<file path="config.mk">
export PLATFORM = sky130hd
export DESIGN_NAME = piso_serializer
export DESIGN_NICKNAME = d
export VERILOG_FILES = /design/src/rtl/piso_pkg.sv /design/src/rtl/piso_shift_reg.sv /design/src/rtl/piso_serializer.sv
export SDC_FILE = /design/constraint.sdc
export NUM_CORES = 1
export LEC_CHECK = 0
export ABC_CLOCK_PERIOD_IN_PS = 1500
export CAP_MARGIN = 25
export CORE_MARGIN = 1
export CORE_UTILIZATION = 47
export CTS_CLUSTER_SIZE = 10
export DETAILED_ROUTE_END_ITERATION = 12
export HOLD_SLACK_MARGIN = 0.08
export PLACE_DENSITY = 0.87
export SETUP_SLACK_MARGIN = 0.3
export SLEW_MARGIN = 10
export SYNTH_ARGS = -nofsm -noshare
export SYNTH_HDL_FRONTEND = slang
export SYNTH_SLANG_ARGS = --single-unit
</file>
<file path="constraint.sdc">
create_clock -name clk -period 1.5 [get_ports clk]
set_input_delay 0.3 -clock clk [delete_from_list [all_inputs] [get_ports clk]]
set_output_delay 0.3 -clock clk [all_outputs]
set_load 0.01 [all_outputs]
</file>
<file path="src/rtl/piso_pkg.sv">
// Shared definitions for the PISO serializer: state encoding and counter sizing.
package piso_pkg;

  typedef enum logic {
    S_IDLE  = 1'b0,
    S_SHIFT = 1'b1
  } state_t;

  // Bits needed to count 0..w-1. Never less than 1.
  function automatic int cnt_w(input int w);
    return (w <= 2) ? 1 : $clog2(w);
  endfunction

endpackage

</file>
<file path="src/rtl/piso_shift_reg.sv">
// Loadable shift register. It moves data toward the serial output end and fills vacated bits with a fixed level.
module piso_shift_reg #(
  parameter int   WIDTH      = 8,
  parameter bit   MSB_FIRST  = 1'b1,
  parameter logic IDLE_LEVEL = 1'b1
) (
  input  logic             clk,
  input  logic             reset,
  input  logic             load,
  input  logic             shift,
  input  logic [WIDTH-1:0] d,
  output logic             sout
);

  logic [WIDTH-1:0] q;

  always_ff @(posedge clk or negedge reset) begin
    if (!reset)     q <= {WIDTH{IDLE_LEVEL}};
    else if (load)  q <= d;
    else if (shift) q <= MSB_FIRST ? {q[WIDTH-2:0], IDLE_LEVEL}
                                   : {IDLE_LEVEL, q[WIDTH-1:1]};
  end

  assign sout = MSB_FIRST ? q[WIDTH-1] : q[0];

endmodule

</file>
<file path="src/rtl/piso_serializer.sv">
// Parallel-in/serial-out transmitter. It takes words through a valid/ready handshake, and consecutive words stream with no idle gap.
module piso_serializer
  import piso_pkg::*;
#(
  parameter int   WIDTH      = 8,
  parameter bit   MSB_FIRST  = 1'b1,
  parameter logic IDLE_LEVEL = 1'b1
) (
  input  logic             clk,
  input  logic             reset,
  input  logic             load_valid,
  output logic             load_ready,
  input  logic [WIDTH-1:0] data_in,
  output logic             sdo,
  output logic             sdo_valid,
  output logic             done
);

  localparam int             CW   = cnt_w(WIDTH);
  localparam logic [CW-1:0]  LAST = CW'(WIDTH - 1);

  state_t          state;
  logic [CW-1:0]   bit_cnt;
  logic            last, xfer, sout;

  // ready depends only on registered state, so load_valid never feeds back into it
  assign last       = (state == S_SHIFT) && (bit_cnt == LAST);
  assign load_ready = (state == S_IDLE) || last;
  assign xfer       = load_valid && load_ready;

  always_ff @(posedge clk or negedge reset) begin
    if (!reset) begin
      state   <= S_IDLE;
      bit_cnt <= '0;
    end else begin
      case (state)
        S_IDLE: if (xfer) begin
          state   <= S_SHIFT;
          bit_cnt <= '0;
        end
        S_SHIFT: if (last) begin
          bit_cnt <= '0;
          if (!xfer) state <= S_IDLE;
        end else begin
          bit_cnt <= bit_cnt + CW'(1);
        end
        default: state <= S_IDLE;
      endcase
    end
  end

  piso_shift_reg #(
    .WIDTH     (WIDTH),
    .MSB_FIRST (MSB_FIRST),
    .IDLE_LEVEL(IDLE_LEVEL)
  ) u_sr (
    .clk  (clk),
    .reset(reset),
    .load (xfer),
    .shift(state == S_SHIFT),
    .d    (data_in),
    .sout (sout)
  );

  assign sdo       = (state == S_SHIFT) ? sout : IDLE_LEVEL;
  assign sdo_valid = (state == S_SHIFT);
  assign done      = last;

endmodule

</file>
After elaboration in Yosys (flattened, before gate mapping)
Cells that the tools add are included.

storage, ports and cells
  register bits after elaboration = 12
  input bits = 11
  word-level logic and storage cells = 20
  output and inout bits = 4

cells by class
  equal/unequal tests = 2
  multiplexer cells = 9
  reductions and logical operators = 4
  add/subtract/negate cells = 1
  bitwise operators = 1

operators by type and width
  kind                                           count
  2-to-1 mux 8 bit                               2
  2-to-1 mux 3 bit                               2
  one-hot mux 3 bit (2 select lines)             1
  adder 3 x 1 -> 3 bit, second input constant    1
  equality test 3 bit, second input constant     1
  2-to-1 mux 1 bit                               3
  logical AND 1 bit                              2
  != test 2 x 1 -> 1 bit, second input constant  1
  one-hot mux 1 bit (2 select lines)             1
  nonzero test 2 bit                             1
  logical OR 1 bit                               1
  inverter 1 bit                                 1

Logic depth before layout (Yosys ltp)
  depth in word-level cells = 7
  depth in mapped cells = 5
  depth with buffers taken out = 5

By module
A second synthesis with hierarchy kept.

unflattened totals
  cell total of the unflattened synthesis = 51
  area, all modules = 573.0 um2

modules (own cells, without submodules)
  module           seq. area each (um2)  cells an instance  area each (um2)  times used
  piso_shift_reg   210.2                 34                 376.6            1
  piso_serializer  100.1                 17                 196.4            1

Worst setup path after synthesis
No wires, ideal clock.

  path kind = register to output
  start = reg bit_cnt[0]
  end = out done
  cell stages (with the launch flop) = 4
  slack = 153 ps
  required time = 1,200 ps
  path buffers = 0
  arrival time = 1,047 ps
  cells stage by stage = dfrtp_1 > ha_1 > ha_1 > and2_2

on the way
  word-level cells in the longest chain between the ends = 2

RTL lines
  what                      line                   text
  start: declaration        piso_serializer.sv:23  logic [CW-1:0] bit_cnt;
  start signal: assignment  piso_serializer.sv:45  bit_cnt <= bit_cnt + CW'(1);
  equality test 3 bit       piso_serializer.sv:27  assign last = (state == S_SHIFT) && (bit_cnt == LAST);
  logical AND 1 bit         piso_serializer.sv:27
  end: declaration          piso_serializer.sv:16  output logic done

No other way between the ends.

Worst setup path in the final report
Same ends and word-level chain as after synthesis.

==> results.md <==
- Status: finished with violations
- Failing checks: negative setup slack
- Startpoint types: register
- Max Fclk: 640 MHz
- Post-DP Area: 906 µm²
- Chip Height: 39.8 µm
- CP Class: reg -> out
- Finished Layout Cells: 107
- Fin crit share: 1.04
- Input/output buffers: 14
- #FFs+latches synth: 12
- Reg2reg setup slack: 0.02 ns
- Area share of the largest cell type after synthesis: 0.312
- Hold WS: 0.368 ns
- Post-synthesis net count: 73
- Worst-path maximum fanout: 4
- Top-count cell post-synth: dfstp_2
- GRT overflow: 0
- Vias in the first global route: 524
- Max Root-Sink Buffers: 2
- Reg2reg end: u_sr.q[6]
- Post-synth EDFFs: 0
- Worst setup margin: -0.0634 ns
- Synth Instances: 60
- Via density: 5.44
- Slew at the pin closest to its max-slew limit: 0.505 ns
- ANT nets after route: 0
- Post-synth top area cell: dfstp_2
- Maximum number of pins on one net before global-route repair: 13
- Drt drc: 0
- Sequential area share after synthesis: 0.461
- Post-Route WL: 1470 µm
- Most used DFF post-synth: dfstp_2
- Clock root cell: clkbuf_4
- Setup tns final: -0.124 ns
- Setup Skew: 0.00757 ns
- Share of cells above drive strength 1: 0.576
- Dpl ws: -0.146 ns
- Pwr dens: 1630 nW/µm²
- Nets: 106
- Die Wd: 39.8 µm
- Req. time, crit path: 1.20 ns
- Critical path capture point type: output pin
- TritonCTS clock tree: built
- Syn avg cell area: 11.2 µm²
- Starting Density: 0.511
- CTS Sinks: 12
- Drt pass-1 iters: 4
- Max cap viols: 0
- Total power: 1.69 mW
- Main area contributors after synthesis: dfstp_2 31%, dfrtp_1 15%, mux2i_1 10%, and3_2 7.8%, a31oi_1 6.5%
- Ys async rst share: 1.00
- Post-route cell area: 1040 µm²
- Final core utilization: 0.786
- Final Setup Violations: 2
- Antenna violations before repair: 0
- Area growth, synth to finish: 53.9%
- Relative slew slack: 0.663
- DIE AREA: 1590 µm²
- Row cnt: 13
- R2R cell count: 7
- Routability cong.: 0.722
- Peak VDD IR: 1.08 mV
- Final hold violations: 0
- N_diodes: 0
- Arr. time, crit path: 1.26 ns
- Global-route wire length before repair: 2200 µm
- Leakage: 0.441 nW
- Hpwl dp: 936 µm
- Clk_lat worst skew: 0.26 ns
- Cell area after synthesis: 673 µm²
- H-tree levels: 1
- Reg2reg start: bit_cnt[0]
- RSZ-0062 raised after global routing: yes
- Routed WL per cell: 13.8 µm
- YS warnings: 0
- Vias after detailed routing: 582
- CTS Buf Count: 3
- Ports: 15
- Min-delay worst type: in -> async
- DRT iter0 DRCs: 9
- Placeable Area: 1320 µm²
- Dpl cells: 98
- All-Layer GR Usage: 0.226
- Shortest period the worst path allows: 1.56 ns
- Final slew viol count: 0
- Post-synthesis cell type count: 22
- Worst-path clk slew: 0.08 ns
- Most common library cells after synthesis: 8 x dfstp_2, 7 x a31oi_1, 7 x and3_2, 7 x mux2i_1, 6 x o21ai_0
## power breakdown
| group | leakage (nW) | internal (mW) | switching, mW |
|---|---|---|---|
| Clock | 0.0150 | 0.103 | 0.0979 |
| Sequential | 0.129 | 0.534 | 0.0872 |
| Combinational | 0.297 | 0.501 | 0.366 |
## repair_timing
| action | CTS | global route |
|---|---|---|
| hold buffers | 0 | 0 |
| gates cloned | 0 | 0 |
| resized for setup | 32 | 7 |
| pin swaps | 4 | 0 |
| setup buffers | 3 | 2 |
| setup endpoints to repair | 14 | 14 |
## state kept, by name (all words and copies together), names as in the netlist
name and count:
bit_cnt 3, u_sr.q 8, sdo_valid 1
## routing by layer
layer,up-vias,track usage,part of all wire
li1,292,-,-
met2,20,0.373,0.49
met5,-,0,0
met3,0,0.0398,0.048
met4,0,0.129,0
met1,270,0.271,0.46
## cells by family after synthesis
| kind of cell | count (synthesis) | share of synthesized area |
|---|---|---|
| AO/OA/AOI/OAI | 18 | 0.169 |
| AND/OR/NAND/NOR | 14 | 0.138 |
| flip-flops | 12 | 0.461 |
| multiplexers | 8 | 0.121 |
| buffers and inverters | 6 | 0.0743 |
| adder cells (fa/ha/maj) | 2 | 0.0372 |
## placed cells by master, fill, tap and decap left out, types with 2 or more instances in the layout
cell type / synthesis / layout
clkdlybuf4s50_1: 0 / 9
nand2_1: 3 / 2
mux2i_1: 7 / 7
dfstp_2: 8 / 8
and3_4: 0 / 4
o21ai_0: 6 / 2
a32o_1: 2 / 2
a31oi_1: 7 / 5
buf_4: 0 / 15
buf_6: 1 / 5
buf_2: 1 / 2
clkbuf_4: 0 / 3
and3_2: 7 / 3
dfrtp_1: 4 / 3
a31oi_4: 0 / 2
o21ai_1: 2 / 5
## worst max path at each step
stage / from / to / slack, ns / cells after the start
finish: bit_cnt[0] / done / -0.06 / 4
global route: bit_cnt[0] / done / -0.12 / 4
CTS: bit_cnt[0] / done / -0.08 / 4
detailed placement: bit_cnt[1] / load_ready / -0.15 / 5
global placement: bit_cnt[1] / load_ready / -0.13 / 5
floorplan: bit_cnt[0] / load_ready / 0.30 / 4
## critical path, stage by stage, from the launching register on
cell and delay (ns):
dfrtp_1 0.39, ha_2 0.20, ha_4 0.17, and2_4 0.13, buf_6 0.11
## final cells by class
cell class	instances	area, µm²
Clock buffer	4	26.3
Tap cell	15	18.8
Inverter	2	10.0
Timing Repair Buffer	32	278
Fill cell	85	282
Multi-Input combinational cell	42	392
Sequential cell	12	312
No activity file was read; power rests on OpenSTA's default activity.
